## src/rtl/stereo_row_streamer_pkg.sv

```systemverilog
// Shared types and defaults for the stereo row streamer and its strobe lanes.
package stereo_row_streamer_pkg;

  localparam int unsigned DEF_PIX_W   = 9;
  localparam int unsigned DEF_ROW_LEN = 800;
  localparam int unsigned DEF_ROW_GAP = 2048;
  localparam int unsigned DEF_ROWS    = 600;

  typedef enum logic [1:0] {
    ST_IDLE = 2'd0,
    ST_SEND = 2'd1,
    ST_GAP  = 2'd2
  } state_e;

  // Counter width for values 0..v-1, never narrower than one bit.
  function automatic int unsigned safe_clog2(input int unsigned v);
    return (v > 1) ? $clog2(v) : 1;
  endfunction

endpackage

```

## src/rtl/stereo_strobe_lane.sv

```systemverilog
// One eye's lane: pops upstream pixels and re-emits each as a single-cycle
// strobe with held data, at most one strobe every two cycles, ROW_LEN per row.
module stereo_strobe_lane
  import stereo_row_streamer_pkg::*;
#(
  parameter int unsigned ROW_LEN = DEF_ROW_LEN,
  parameter int unsigned PIX_W   = DEF_PIX_W
) (
  input  logic             clk,
  input  logic             rst,
  input  logic             en_i,
  input  logic             clr_i,
  input  logic             s_valid_i,
  input  logic [PIX_W-1:0] s_data_i,
  output logic             s_ready_o,
  output logic             valid_o,
  output logic [PIX_W-1:0] data_o,
  output logic             done_o
);

  localparam int unsigned CW = $clog2(ROW_LEN + 1);

  logic             valid_q;
  logic [PIX_W-1:0] data_q;
  logic [CW-1:0]    cnt_q;
  logic             pop_c;

  // Ready only between strobes and while the row quota is not yet met.
  always_comb begin
    s_ready_o = en_i & ~valid_q & (cnt_q < CW'(ROW_LEN));
    pop_c     = s_valid_i & s_ready_o;
    done_o    = (cnt_q == CW'(ROW_LEN)) & ~valid_q;
  end

  // Strobe follows a pop by one cycle; ready gating forces a low cycle after it.
  always_ff @(posedge clk or posedge rst) begin
    if (rst) begin
      valid_q <= 1'b0;
      data_q  <= '0;
      cnt_q   <= '0;
    end else begin
      valid_q <= pop_c;
      if (pop_c) begin
        data_q <= s_data_i;
      end
      if (clr_i) begin
        cnt_q <= '0;
      end else if (pop_c) begin
        cnt_q <= cnt_q + CW'(1);
      end
    end
  end

  assign valid_o = valid_q;
  assign data_o  = data_q;

endmodule

```

## src/rtl/stereo_row_streamer.sv

```systemverilog
// Row sequencer feeding the disparity core: sends ROW_LEN pixels per eye,
// idles ROW_GAP cycles for the core, tracks the row index within a frame.
module stereo_row_streamer
  import stereo_row_streamer_pkg::*;
#(
  parameter  int unsigned ROW_LEN = DEF_ROW_LEN,
  parameter  int unsigned ROW_GAP = DEF_ROW_GAP,
  parameter  int unsigned ROWS    = DEF_ROWS,
  parameter  int unsigned PIX_W   = DEF_PIX_W,
  localparam int unsigned RW      = safe_clog2(ROWS)
) (
  input  logic             clk,
  input  logic             rst,
  input  logic             i_enable,
  input  logic             s_l_valid,
  input  logic [PIX_W-1:0] s_l_data,
  output logic             s_l_ready,
  input  logic             s_r_valid,
  input  logic [PIX_W-1:0] s_r_data,
  output logic             s_r_ready,
  output logic             o_valid_l,
  output logic [PIX_W-1:0] o_data_l,
  output logic             o_valid_r,
  output logic [PIX_W-1:0] o_data_r,
  output logic             o_busy,
  output logic [RW-1:0]    o_row_idx,
  output logic             o_frame_done
);

  localparam int unsigned GW = safe_clog2(ROW_GAP);

  state_e        state_q;
  logic [GW-1:0] gap_q;
  logic [RW-1:0] row_q;
  logic          busy_q;
  logic          frame_done_q;

  logic lane_en_c;
  logic lane_clr_c;
  logic l_done_c;
  logic r_done_c;

  // Lanes run only in SEND; counters clear on every transition into SEND.
  always_comb begin
    lane_en_c  = (state_q == ST_SEND);
    lane_clr_c = i_enable &
                 ((state_q == ST_IDLE) || ((state_q == ST_GAP) && (gap_q == '0)));
  end

  stereo_strobe_lane #(
    .ROW_LEN (ROW_LEN),
    .PIX_W   (PIX_W)
  ) u_lane_l (
    .clk       (clk),
    .rst       (rst),
    .en_i      (lane_en_c),
    .clr_i     (lane_clr_c),
    .s_valid_i (s_l_valid),
    .s_data_i  (s_l_data),
    .s_ready_o (s_l_ready),
    .valid_o   (o_valid_l),
    .data_o    (o_data_l),
    .done_o    (l_done_c)
  );

  stereo_strobe_lane #(
    .ROW_LEN (ROW_LEN),
    .PIX_W   (PIX_W)
  ) u_lane_r (
    .clk       (clk),
    .rst       (rst),
    .en_i      (lane_en_c),
    .clr_i     (lane_clr_c),
    .s_valid_i (s_r_valid),
    .s_data_i  (s_r_data),
    .s_ready_o (s_r_ready),
    .valid_o   (o_valid_r),
    .data_o    (o_data_r),
    .done_o    (r_done_c)
  );

  // Row FSM: enable is sampled only when leaving IDLE and at the end of GAP.
  always_ff @(posedge clk or posedge rst) begin
    if (rst) begin
      state_q      <= ST_IDLE;
      gap_q        <= '0;
      row_q        <= '0;
      busy_q       <= 1'b0;
      frame_done_q <= 1'b0;
    end else begin
      frame_done_q <= 1'b0;
      case (state_q)
        ST_IDLE: begin
          if (i_enable) begin
            state_q <= ST_SEND;
            busy_q  <= 1'b1;
          end
        end
        ST_SEND: begin
          if (l_done_c && r_done_c) begin
            state_q <= ST_GAP;
            gap_q   <= GW'(ROW_GAP - 1);
          end
        end
        ST_GAP: begin
          if (gap_q == '0) begin
            if (row_q == RW'(ROWS - 1)) begin
              row_q        <= '0;
              frame_done_q <= 1'b1;
            end else begin
              row_q <= row_q + RW'(1);
            end
            if (i_enable) begin
              state_q <= ST_SEND;
            end else begin
              state_q <= ST_IDLE;
              busy_q  <= 1'b0;
            end
          end else begin
            gap_q <= gap_q - GW'(1);
          end
        end
        default: begin
          state_q <= ST_IDLE;
          busy_q  <= 1'b0;
        end
      endcase
    end
  end

  assign o_busy       = busy_q;
  assign o_row_idx    = row_q;
  assign o_frame_done = frame_done_q;

endmodule

```

## config.mk

```make
export PLATFORM = sky130hd
export DESIGN_NAME = stereo_row_streamer
export DESIGN_NICKNAME = d
export VERILOG_FILES = /design/src/rtl/stereo_row_streamer_pkg.sv /design/src/rtl/stereo_strobe_lane.sv /design/src/rtl/stereo_row_streamer.sv
export SDC_FILE = /design/constraint.sdc
export NUM_CORES = 1
export LEC_CHECK = 0
export BUFFER_PORTS_ARGS = -buffer_cell sky130_fd_sc_hd__buf_2
export CELL_PAD_IN_SITES_DETAIL_PLACEMENT = 2
export CELL_PAD_IN_SITES_GLOBAL_PLACEMENT = 2
export CORE_ASPECT_RATIO = 1.5
export CORE_UTILIZATION = 35
export CTS_CLUSTER_SIZE = 16
export DETAILED_ROUTE_END_ITERATION = 10
export PLACE_DENSITY_LB_ADDON = 0.1
export SLEW_MARGIN = 30
export SYNTH_ARGS = -nofsm -noshare
export SYNTH_HDL_FRONTEND = slang
export SYNTH_SLANG_ARGS = --single-unit
```

## constraint.sdc

```tcl
create_clock -name clk -period 4.05 [get_ports clk]
set_input_delay 0.2025 -clock clk [delete_from_list [all_inputs] [get_ports clk]]
set_output_delay 0.2025 -clock clk [all_outputs]
set_load 0.01 [all_outputs]
```

# Word level (Yosys, flattened, before mapping)

Index checks and enable logic that the tools add are counted.

Word-level logic and storage cells: 71
Output and inout port bits: 34
Bits of input ports: 23
Register bits: 65

Order comparisons: 2
Eq/ne operators: 10
Reduce and logical (&&, ||, !) cells: 12
$add $sub $neg: 4
Muxes and demuxes: 20
Bitwise logic cells: 12

Operators by type and width:

| operator                                              | number |
|---|---|
| 2-to-1 mux 10 bit                                     | 5 |
| adder 10 x 1 -> 10 bit, second input constant         | 3 |
| equality test 10 bit, second input constant           | 3 |
| 2-to-1 mux 11 bit                                     | 2 |
| one-hot mux 11 bit (2 select lines)                   | 1 |
| < comparator 10 bit, second input constant            | 2 |
| logical NOT 11 bit                                    | 1 |
| subtractor 11 x 1 -> 11 bit, second input constant    | 1 |
| AND 1 bit                                             | 9 |
| inequality test 2 bit, second input constant          | 4 |
| 2-to-1 mux 1 bit                                      | 7 |
| 2-to-1 mux 2 bit                                      | 3 |
| one-hot mux 2 bit (3 select lines)                    | 1 |
| AND reduction 3 bit                                   | 2 |
| nonzero test 2 bit                                    | 3 |
| AND reduction 4 bit                                   | 1 |
| inverter 1 bit                                        | 3 |
| one-hot mux 1 bit (3 select lines)                    | 1 |
| equality test 2 x 1 -> 1 bit, second input constant   | 1 |
| equality test 2 bit, second input constant            | 1 |
| logical AND 1 bit                                     | 2 |
| logical NOT 2 bit                                     | 1 |
| inequality test 2 x 1 -> 1 bit, second input constant | 1 |
| AND reduction 2 bit                                   | 1 |
| logical OR 1 bit                                      | 1 |

# Logic depth before layout (Yosys ltp)

Depth after elaboration: 6
Gate-level depth with buffers: 8
Depth with buffers taken out: 7

# Cells and area by module

From an unflattened synthesis, not the netlist that was laid out.

Cell total of the unflattened synthesis: 294
Area total of the unflattened synthesis: 3,248.1 um^2

Modules (own cells, without submodules):

| module              | seq. area each (um^2) | area an instance (um^2) | instances | cells an instance |
|---|---|---|---|---|
| stereo_strobe_lane  | 500.5                 | 949.7                   | 2         | 82 |
| stereo_row_streamer | 625.6                 | 1,348.8                 | 1         | 130 |

# Worst setup path before layout

Ideal clock, no wire load.

Path type: reg2reg
Start point: register gap_q[6]
End point: register gap_q[5]
Cell stages (with the launch flop): 7
Data required time: 3.930 ns
Setup time: 0.120 ns
Period minus slack after synthesis: 1.748 ns
Arrival: 1.628 ns
Path slack: 2.302 ns
Path buffers: 1
Cell sequence: dfrtp_1 -> or3_4 -> nor3_4 -> a21oi_2 -> nand2b_4 -> buf_6 -> o211a_1

Longest elaborated chain between the ends: 3

RTL lines:

| what                                   | line                       | RTL |
|---|---|---|
| start, declared                        | stereo_row_streamer.sv:33  | `logic [GW-1:0] gap_q;` |
| start signal, assigned                 | stereo_row_streamer.sv:102 | `gap_q <= GW'(ROW_GAP - 1);` |
| start signal, assigned                 | stereo_row_streamer.sv:120 | `gap_q <= gap_q - GW'(1);` |
| logical NOT 11 bit                     | stereo_row_streamer.sv:106 | `if (gap_q == '0) begin` |
| inequality test 2 bit (no source line) | -                          |  |
| AND reduction 3 bit (no source line)   | -                          |  |

No other way between the ends.
A chain may end at the register's enable or synchronous reset.

# Worst setup path in the final report

Start point: register u_lane_r.cnt_q[6]
End point: register u_lane_r.cnt_q[5]

Longest elaborated chain between the ends: 4

RTL lines:

| what                                | line                     | RTL |
|---|---|---|
| start, declared                     | stereo_strobe_lane.sv:25 | `logic [CW-1:0] cnt_q;` |
| start signal, assigned              | stereo_strobe_lane.sv:49 | `cnt_q <= cnt_q + CW'(1);` |
| < comparator 10 bit                 | stereo_strobe_lane.sv:30 | `s_ready_o = en_i & ~valid_q & (cnt_q < CW'(ROW_LEN));` |
| AND 1 bit                           | stereo_strobe_lane.sv:30 |  |
| AND 1 bit                           | stereo_strobe_lane.sv:31 | `pop_c = s_valid_i & s_ready_o;` |
| nonzero test 2 bit (no source line) | -                        |  |

No other way between the ends.

==> metrics <==
critical path arrival 2430 ps; final instance area 3850 µm²; RSZ-0062 raised after global routing no; first-pass GRT wire length 13.9 mm; Yosys reg bits 65; Root Buffer clkbuf_16; # hold bufs at CTS 0; TritonCTS Buffers 9; die width 79.9 µm; EDFF count, synth 0; Syn Nets 339; TNS Setup 0 ps; final hold violations 30; largest net degree at the start of global routing 36; area delta synth->final 21.0%; share of layout cells above drive strength 1 0.261; Max FO, Critical Path 12; Startpoint Class flip-flop; Worst Setup Slack post-DPL 1650 ps; die area 9490 µm²; worst reg-to-reg setup slack 1810 ps; antenna violations before repair 0; Setup-failing EPs final 0; Cells after DPL 469; Mean Syn Cell Area 10.3 µm²; DP Area 3570 µm²; met2 Usage GRT 0.341; failing checks hold timing; Cells after Synth 310; I/O Pins 57; GR Util All Layers 0.193; GRT met3 Usage 0.0363; period utilization 0.554; Final Non-Filler Cells 482; core area 8830 µm²; Worst slew margin 0.563; Post-synth top flop dfrtp_1; Vias 2525; Worst Tran Pin Value 655 ps; Synth cell types 56; CTS max path bufs 2; Die Ht 119 µm; Pins Over Slew Limit 0; CTS tree yes; clock net sink count 65; antenna violation net count after detailed routing 0; clock-pin slew on the worst setup and hold paths 50 ps; hold crit path type in2async; gr ovfl total 0; Post CTS Setup Buffer Count 0; cell area after synthesis 3180 µm²; Worst Skew 6.29 ps; H-Tree Depth 3; Critical Path End Type flip-flop; # diodes 0; Detailed Place HPWL 5.80 mm; Cell Rows 42; P per Cell Area 470 nW/µm²; DRC Markers 0; Seq/Total Area, Yosys 0.511; Wirelength per Cell 17.1 µm; leakage 0.00189 µW; Port Buf Inserts 56; Initial Util 0.361; status complete, but fails checks; Fin Hold WS -30.3 ps; placer congestion estimate 0.735; crit path time final 2250 ps; post-cts sizing count 0; vias in the first global route 2792; Setup WS post-layout 1810 ps; Final nets 399; maxcap violations 0; DRT Pass-1 Iters 3; Vias/cell 5.24; largest vdd supply drop 230 µV; Req. time, crit path 4230 ps; most used routing layer met2; clk_lat worst skew 320 ps; Crit Path Category reg2reg; asr flop ratio synth 1.00; Routed WL 8.22 mm; met1 usage 0.223; warnings from Yosys 0; maximum clock frequency 445 MHz; 1st-iter DRT viols 90
==> metrics by stage <==
stage	total power, µW	util	hold WS (ps)
floorplan	984	-	308
global placement	1090	0.405	343
detailed placement	1100	0.405	350
CTS	1850	0.435	3.47
global route	1910	0.436	32.7
finish	1810	0.436	-30.3
==> synthesized netlist by cell type (all sizes together) (4+ instances only) <==
library cell | instances | area [µm²]
ha | 6 | 75.1
nor4 | 5 | 46.3
nand2 | 47 | 179
inv | 14 | 52.6
and4 | 4 | 35.0
o21ai | 10 | 50.1
dfrtp | 65 | 1630
buf | 7 | 40.0
mux2 | 9 | 101
nor2 | 32 | 120
o31ai | 4 | 30.0
xor2 | 15 | 131
and3 | 5 | 31.3
xnor2 | 7 | 61.3
nand2b | 4 | 32.5
nand4 | 9 | 62.6
nand3 | 13 | 70.1
nor3 | 6 | 51.3
or3 | 5 | 46.3
and2 | 4 | 25.0
a21oi | 5 | 28.8
==> per-layer routing <==
layer | vias to the layer above | wire length, µm
met5 | - | 0
met4 | 0 | 147
met3 | 11 | 224
met2 | 45 | 4610
met1 | 1275 | 3230
li1 | 1194 | -
==> critical path, stage by stage, from the launching register on <==
cell and delay (ps):
dfrtp_1 440, o311ai_1 390, nand3_1 440, or4_1 630, xor2_1 160, nor2_1 50
==> cell families (layout without fill, tap and decap cells) <==
logic type | count (synthesis) | after routing | share of synthesized area
xor+xnor | 22 | 22 | 0.0605
buf+inv | 24 | 86 | 0.0326
simple gates | 147 | 147 | 0.256
mux | 10 | 10 | 0.0350
fa+ha+maj | 6 | 6 | 0.0236
compound gates | 36 | 36 | 0.0814
flops | 65 | 65 | 0.511
==> worst paths after layout <==
| kind | cells past startpoint | end | from |
|---|---|---|---|
| worst min register to register | 2 | u_lane_r.data_o[6] | u_lane_r.data_o[6] |
| min in group clk | 3 | u_lane_r.data_o[4] | s_r_data[4] |
| max in group asynchronous | 3 | o_row_idx[8] | rst |
| worst min-delay path | 2 | gap_q[2] | rst |
| worst max-delay path | 5 | u_lane_r.cnt_q[5] | u_lane_r.cnt_q[6] |
| worst max register to register | 5 | u_lane_r.cnt_q[5] | u_lane_r.cnt_q[6] |
==> flip-flops by register name, indices dropped and copies added (netlist names) <==
register          cells
gap_q                11
o_busy                1
o_frame_done          1
o_row_idx            10
state_q               2
u_lane_l.cnt_q       10
u_lane_l.data_o       9
u_lane_l.valid_o      1
u_lane_r.cnt_q       10
u_lane_r.data_o       9
u_lane_r.valid_o      1
==> area by class of cell <==
cell class | count | area, µm²
timing repair buffer | 58 | 295
inverter | 15 | 56.3
clock buffer | 13 | 270
multi-input combinational | 221 | 1460
sequential | 65 | 1630
tap | 110 | 138
fill | 980 | 4980
==> report_power, final <==
| group | total, µW | internal, µW | switching [µW] |
|---|---|---|---|
| Combinational | 259 | 116 | 143 |
| Sequential | 836 | 733 | 103 |
| Clock | 715 | 454 | 261 |
==> layout by cell type, fill, tap and decap left out, drive strengths merged, types with 3 or more instances in the layout <==
master / instances
dfrtp: 65
buf: 58
nand2: 47
nor2: 32
xor2: 15
inv: 14
nand3: 13
clkbuf: 13
o21ai: 10
mux2: 9
nand4: 9
xnor2: 7
ha: 6
nor3: 6
and3: 5
nor4: 5
or3: 5
a21oi: 5
and2: 4
and4: 4
o31ai: 4
nand2b: 4
nor4bb: 3
o21a: 3
a2bb2oi: 3
(Power assumes the default switching activity.)
